$ cat config.mk
export PLATFORM = sky130hd
export DESIGN_NAME = debug_dump_uart_tx
export DESIGN_NICKNAME = d
export VERILOG_FILES = /design/src/rtl/debug_dump_uart_tx.sv
export SDC_FILE = /design/constraint.sdc
export NUM_CORES = 1
export LEC_CHECK = 0
export ABC_CLOCK_PERIOD_IN_PS = 2090
export CAP_MARGIN = 20
export CORE_MARGIN = 4
export CORE_UTILIZATION = 45
export DETAILED_ROUTE_END_ITERATION = 10
export PLACE_DENSITY_LB_ADDON = 0.2
export SLEW_MARGIN = 20
export SYNTH_ARGS = -nofsm -noshare
export SYNTH_HDL_FRONTEND = slang
export SYNTH_SLANG_ARGS = --single-unit
export TNS_END_PERCENT = 5
$ cat constraint.sdc
create_clock -name clk -period 2.09 [get_ports clk]
set_input_delay 0.627 -clock clk [delete_from_list [all_inputs] [get_ports clk]]
set_output_delay 0.627 -clock clk [all_outputs]
set_load 0.01 [all_outputs]
$ cat src/rtl/debug_dump_uart_tx.sv
// Debug-port dump streamer: snapshots PC, walks debug_sel, sends 8N1 frame.
// Optional trailing XOR checksum byte: define DEBUG_DUMP_CHECKSUM_EN.
module debug_dump_uart_tx #(
    parameter int          CLKS_PER_BIT  = 434,
    parameter int          NUM_REGS      = 32,
    parameter int          SETTLE_CYCLES = 2,
    parameter logic [7:0]  SYNC_BYTE     = 8'hA5
) (
    input  logic        clk,
    input  logic        reset,
    input  logic        start,
    input  logic [31:0] pc_in,
    input  logic [31:0] debug_word,
    output logic [4:0]  debug_sel,
    output logic        tx,
    output logic        busy,
    output logic        done
);

    localparam int BW = $clog2(CLKS_PER_BIT);
    localparam int SW = $clog2(SETTLE_CYCLES + 1);

    typedef enum logic [2:0] {
        IDLE,
        HDR,
        PC,
        SELECT,
        SETTLE,
        WORD,
`ifdef DEBUG_DUMP_CHECKSUM_EN
        CSUM,
`endif
        DONE
    } state_t;

    state_t          state_q, state_d;
    logic [BW-1:0]   baud_q;
    logic [3:0]      bit_q;
    logic [1:0]      byte_q;
    logic [SW-1:0]   settle_q;
    logic [4:0]      idx_q;
    logic [31:0]     shift_q;
`ifdef DEBUG_DUMP_CHECKSUM_EN
    logic [7:0]      csum_q;
`endif

    logic            sending;
    logic            bit_end;
    logic            byte_end;
    logic            last_byte;
    logic            last_reg;
    logic            settle_last;
    logic [7:0]      cur_byte;
    logic [2:0]      bit_idx;

    always_comb begin
        sending = (state_q == HDR) || (state_q == PC) || (state_q == WORD);
`ifdef DEBUG_DUMP_CHECKSUM_EN
        if (state_q == CSUM) sending = 1'b1;
`endif
    end

    assign bit_end     = (baud_q == BW'(CLKS_PER_BIT - 1));
    assign byte_end    = sending && bit_end && (bit_q == 4'd9);
    assign last_byte   = (byte_q == 2'd3);
    assign last_reg    = (idx_q == 5'(NUM_REGS - 1));
    assign settle_last = (settle_q == SW'(SETTLE_CYCLES - 1));
    assign bit_idx     = 3'(bit_q - 4'd1);

    always_comb begin
        cur_byte = shift_q[31:24];
        if (state_q == HDR) cur_byte = SYNC_BYTE;
`ifdef DEBUG_DUMP_CHECKSUM_EN
        if (state_q == CSUM) cur_byte = csum_q;
`endif
    end

    // Start bit at bit 0, stop bit at bit 9, data LSB first between.
    always_comb begin
        tx = 1'b1;
        if (sending) begin
            if (bit_q == 4'd0)      tx = 1'b0;
            else if (bit_q != 4'd9) tx = cur_byte[bit_idx];
        end
    end

    always_comb begin
        state_d = state_q;
        unique case (state_q)
            IDLE:   if (start) state_d = HDR;
            HDR:    if (byte_end) state_d = PC;
            PC:     if (byte_end && last_byte) state_d = SELECT;
            SELECT: state_d = SETTLE;
            SETTLE: if (settle_last) state_d = WORD;
            WORD: begin
                if (byte_end && last_byte) begin
`ifdef DEBUG_DUMP_CHECKSUM_EN
                    state_d = last_reg ? CSUM : SELECT;
`else
                    state_d = last_reg ? DONE : SELECT;
`endif
                end
            end
`ifdef DEBUG_DUMP_CHECKSUM_EN
            CSUM:   if (byte_end) state_d = DONE;
`endif
            DONE:   state_d = IDLE;
            default: state_d = IDLE;
        endcase
    end

    always_ff @(posedge clk) begin
        if (reset) state_q <= IDLE;
        else       state_q <= state_d;
    end

    always_ff @(posedge clk) begin
        if (reset) begin
            baud_q   <= '0;
            bit_q    <= '0;
            byte_q   <= '0;
            settle_q <= '0;
            idx_q    <= '0;
            shift_q  <= '0;
`ifdef DEBUG_DUMP_CHECKSUM_EN
            csum_q   <= '0;
`endif
        end else begin
            if (sending) begin
                if (bit_end) begin
                    baud_q <= '0;
                    bit_q  <= (bit_q == 4'd9) ? 4'd0 : bit_q + 4'd1;
                end else begin
                    baud_q <= baud_q + BW'(1);
                end
            end else begin
                baud_q <= '0;
                bit_q  <= '0;
            end

            if (state_q == IDLE && start) begin
                shift_q <= pc_in;
                idx_q   <= '0;
                byte_q  <= '0;
`ifdef DEBUG_DUMP_CHECKSUM_EN
                csum_q  <= '0;
`endif
            end

            if ((state_q == PC || state_q == WORD) && byte_end) begin
                shift_q <= {shift_q[23:0], 8'h00};
                byte_q  <= byte_q + 2'd1;
`ifdef DEBUG_DUMP_CHECKSUM_EN
                csum_q  <= csum_q ^ shift_q[31:24];
`endif
            end

            // Index wraps to 0 on the last word so debug_sel is 0 in DONE.
            if (state_q == WORD && byte_end && last_byte)
                idx_q <= last_reg ? 5'd0 : idx_q + 5'd1;

            if (state_q == SETTLE) begin
                settle_q <= settle_last ? '0 : settle_q + SW'(1);
                if (settle_last) shift_q <= debug_word;
            end

            if (state_q == DONE) idx_q <= '0;
        end
    end

    assign busy      = (state_q != IDLE) && (state_q != DONE);
    assign done      = (state_q == DONE);
    assign debug_sel = idx_q;

endmodule

==> impl.org <==
** Outcome
- Status :: finished with violations
- Violated checks :: setup timing

** Setup path
- On the worst path, the slowest cell contributes a delay of 0.34 ns.
- The signal on the critical path passes through inv_2, ha_4, mux2_4, o211ai_1, o31a_1, a32oi_2, buf_2.
- Along the worst path, the maximum fanout reaches 3.
- RR Startpoint :: bit_q[0]$_SDFFE_PP0N_
- Critical path start-end classification :: reg -> out
- Data arrival time at the worst-slack endpoint :: 1.87 ns
- Crit path max-delay cell type :: dfxtp_4
- Reg-to-reg slack, setup :: 0.19 ns
- The critical path starts at bit_q[0]$_SDFFE_PP0N_.
- Number of cells on the worst reg-to-reg path :: 7
- The endpoint identified for the worst register-to-register timing path is state_q[2]$_SDFFE_PP0P_.
- WP data required :: 1.46 ns
- Kind of start point of the critical path :: flop
- Buffers & Inverters on Critical Path :: 2
- Sort of element at the end of the critical path :: output port
- The kind of cell with the highest combined delay along the critical path is compound AO/OA/AOI/OAI gates.

** Floorplanning
- Number of cell rows :: 30
- Starting Density :: 0.468
- Measured along the y axis, the die boundary spans 92.8 µm.
- Core Region :: 6910 µm²
- The die covers 8610 µm².
- Ports :: 75
- From left edge to right edge, the die measures 92.8 µm.

** GRT
- First-pass GRT wire length :: 13.4 mm
- In the global route stage, met1 resource usage came out at 0.244.
- The initial antenna violation count came to 0.
- For this run, the total global-route usage over all layers was measured as 0.194.
- In the global route stage, met3 resource usage came out at 0.0715.
- Entering global routing, the biggest net connects 26 pins.
- In the global route stage, met2 resource usage came out at 0.311.
- Global routing finished with a remaining overflow of 0.
- Busiest layer in global routing :: met2
- The number of global-route vias before repair is 2,810.

** Power
- Power per cell area :: 817 nW/µm²
- In this run the static leakage power is 1.89 nW.
- IR analysis of the VDD net gives a maximum drop of 0.431 mV.

** Yosys
- Per-instance average area after synthesis :: 9.80 µm²
- The netlist uses 53 different library cells.
- Synth async-reset ratio :: 0
- Cell taking the most area after synthesis :: dfxtp_1
- The synthesized design contains 0 enable-type register cells.
- In the synthesized netlist the dominant register cell turns out to be dfxtp_1.
- Synthesis produced a netlist whose cell count is 330.
- Sequential cell area fraction in the yosys report :: 0.353
- The number of nets handed over by synthesis was 406.
- Area fraction of the dominant cell type after synthesis :: 0.353
- Flop and latch count out of synthesis :: 57
- Summed instance area of the synthesized netlist :: 3240 µm²
- The Yosys step of the flow raised 0 warnings.
- Area contributors post-synth :: dfxtp_1, mux2i_1, mux2_2, o2bb2ai_1, ha_1

** Layout
- Cell Count, Final, Fillers Out :: 528
- The net count of the finished layout is 503.
- Cell area after layout :: 4520 µm²
- Most frequent cells in the layout :: clkdlybuf4s50_1, dfxtp_1, mux2i_1
- The library cell used most frequently in the layout, excluding fill and tap cells, is clkdlybuf4s50_1.
- Ant diodes :: 0
- Share of final-layout standard cells stronger than drive strength 1 :: 0.236
- Compared with the post-synthesis result, the final layout area differs by 39.8%.

** Placement
- Buffers placed on the I/O ports in this run total 74.
- Placed Area :: 4320 µm²
- Cells after DPL :: 512
- Routability-driven placement finished with a final weighted congestion of 0.792.
- Dpl hpwl :: 6.08 mm

** Timing
- The number of hold violations in the final report came to 0.
- At the pin with the least slew margin, the transition time is 0.454 ns.
- Counting I/O delays and the setup requirement, the final critical path takes 2.50 ns.
- Timing would allow up to 400 MHz.
- In the post-route analysis, the smallest setup slack over all paths is -0.411 ns.
- RSZ-0062 raised after global routing :: true
- Setup violations remaining at the end of the flow were counted as 1.
- Rel. slew slack :: 0.696
- Final worst-path cycle share :: 1.20
- The max-slew violation total from the final report was 0.
- Largest clock skew in the final design :: 0.00960 ns

** Clocking
- The later pin in the worst-skew pair is clocked with a latency of 0.34 ns.
- CTS tree :: yes
- Number of sinks handled by clock tree synthesis :: 57
- Setup repair bufs after CTS :: 0
- Clock-pin slew was measured on the worst setup and hold paths at 0.06 ns.
- H-tree levels :: 3
- Clock Tree Buf Depth :: 2
- Root buffer selected by CTS :: clkbuf_8
- Clock buffers created by TritonCTS :: 9

** Drt
- The final route contains 2,787 vias.
- For this block, the initial DRC count from the detailed router was 132.
- Wires add up to 7.96 mm.
- In the final routed layout, each cell accounts on average for 15.1 µm.
- After detailed routing, the number of vias per cell comes to 5.28.
- Detailed-route DRC error count :: 0
- DRT antenna net count :: 0
- Total iterations of the first detailed-routing run :: 4

** Hold path
- Path category of the worst min-delay check :: reg -> reg
- Along the worst hold path, the cell count comes to 1.
- Startpoint of the lowest-slack hold path :: baud_q[0]$_SDFF_PP0_
- The path with the worst hold slack has its endpoint at baud_q[0]$_SDFF_PP0_.

** Flow run
- Max-cap check violation count :: 0
-- layer usage --
| layer | routed length, µm | vias to the layer above |
|---|---|---|
| li1 | - | 1408 |
| met3 | 489 | 9 |
| met2 | 3730 | 64 |
| met5 | 0 | - |
| met1 | 3630 | 1306 |
| met4 | 112 | 0 |
-- worst max path at each step --
stage | endpoint | cells past startpoint
floorplan | tx | 6
finish | tx | 7
global placement | tx | 7
detailed placement | tx | 7
CTS | tx | 7
global route | tx | 7
-- Yosys cell counts, drive strengths merged, types with 2 or more instances --
cell type,instances
and2,3
or2,2
a21o,2
nor3b,4
o2111ai,2
nor2,23
a221oi,2
a2111oi,2
ha,9
nand3,17
inv,8
and4bb,2
a31o,3
buf,17
dfxtp,57
nand3b,4
o2bb2ai,25
nand2b,9
and3b,2
and4b,2
clkbuf,4
mux2i,27
nand2,19
mux2,34
xnor2,7
and3,2
o21ai,2
o311ai,2
a21oi,16
nor2b,3
nand4,2
xor2,3
-- cell families after synthesis --
logic type	share of synthesized area
simple gates	0.179
compound gates	0.148
mux	0.209
flops	0.353
buf+inv	0.0495
xor+xnor	0.0271
fa+ha+maj	0.0348
-- through the flow --
step / TNS (ns) / util / total power, mW / worst slack, ns / hold WS (ns)
after CTS: -0.448 / 0.653 / 3.73 / -0.448 / 0.497
after floorplan: 0 / - / 2.33 / 0.00635 / 0.441
after global routing: -0.505 / 0.655 / 3.91 / -0.505 / 0.531
after global placement: -7.19 / 0.626 / 2.79 / -0.410 / 0.459
after detailed placement: -8.25 / 0.626 / 2.82 / -0.454 / 0.479
final: -0.411 / 0.655 / 3.70 / -0.411 / 0.497
-- state kept, by name, indices dropped and copies added, names as in the netlist --
register	count
shift_q	32
baud_q	9
debug_sel	5
bit_q	4
state_q	3
byte_q	2
settle_q	2
-- timing repair --
action                                  4_1_cts  5_1_grt
gates resized for setup                      14        5
endpoints found under the setup margin        3        5
hold buffers                                  0        0
pin swaps                                     2        2
-- final cells by class --
cell class,instances,area [µm²]
tap,96,120
inverter,8,30.0
clock inverter,3,15.0
clock buffer,13,159
multi-input combinational,244,1990
timing repair buffer,107,1060
sequential,57,1150
fill,569,2380
-- power breakdown --
group          switching (mW)  internal [mW]  leakage [nW]  total, mW
registers               0.115           1.25         0.467       1.36
logic                   0.588          0.830          1.33       1.42
clock network           0.427          0.489        0.0932      0.917
total                    1.13           2.57          1.89       3.70
(Power assumes the default switching activity.)
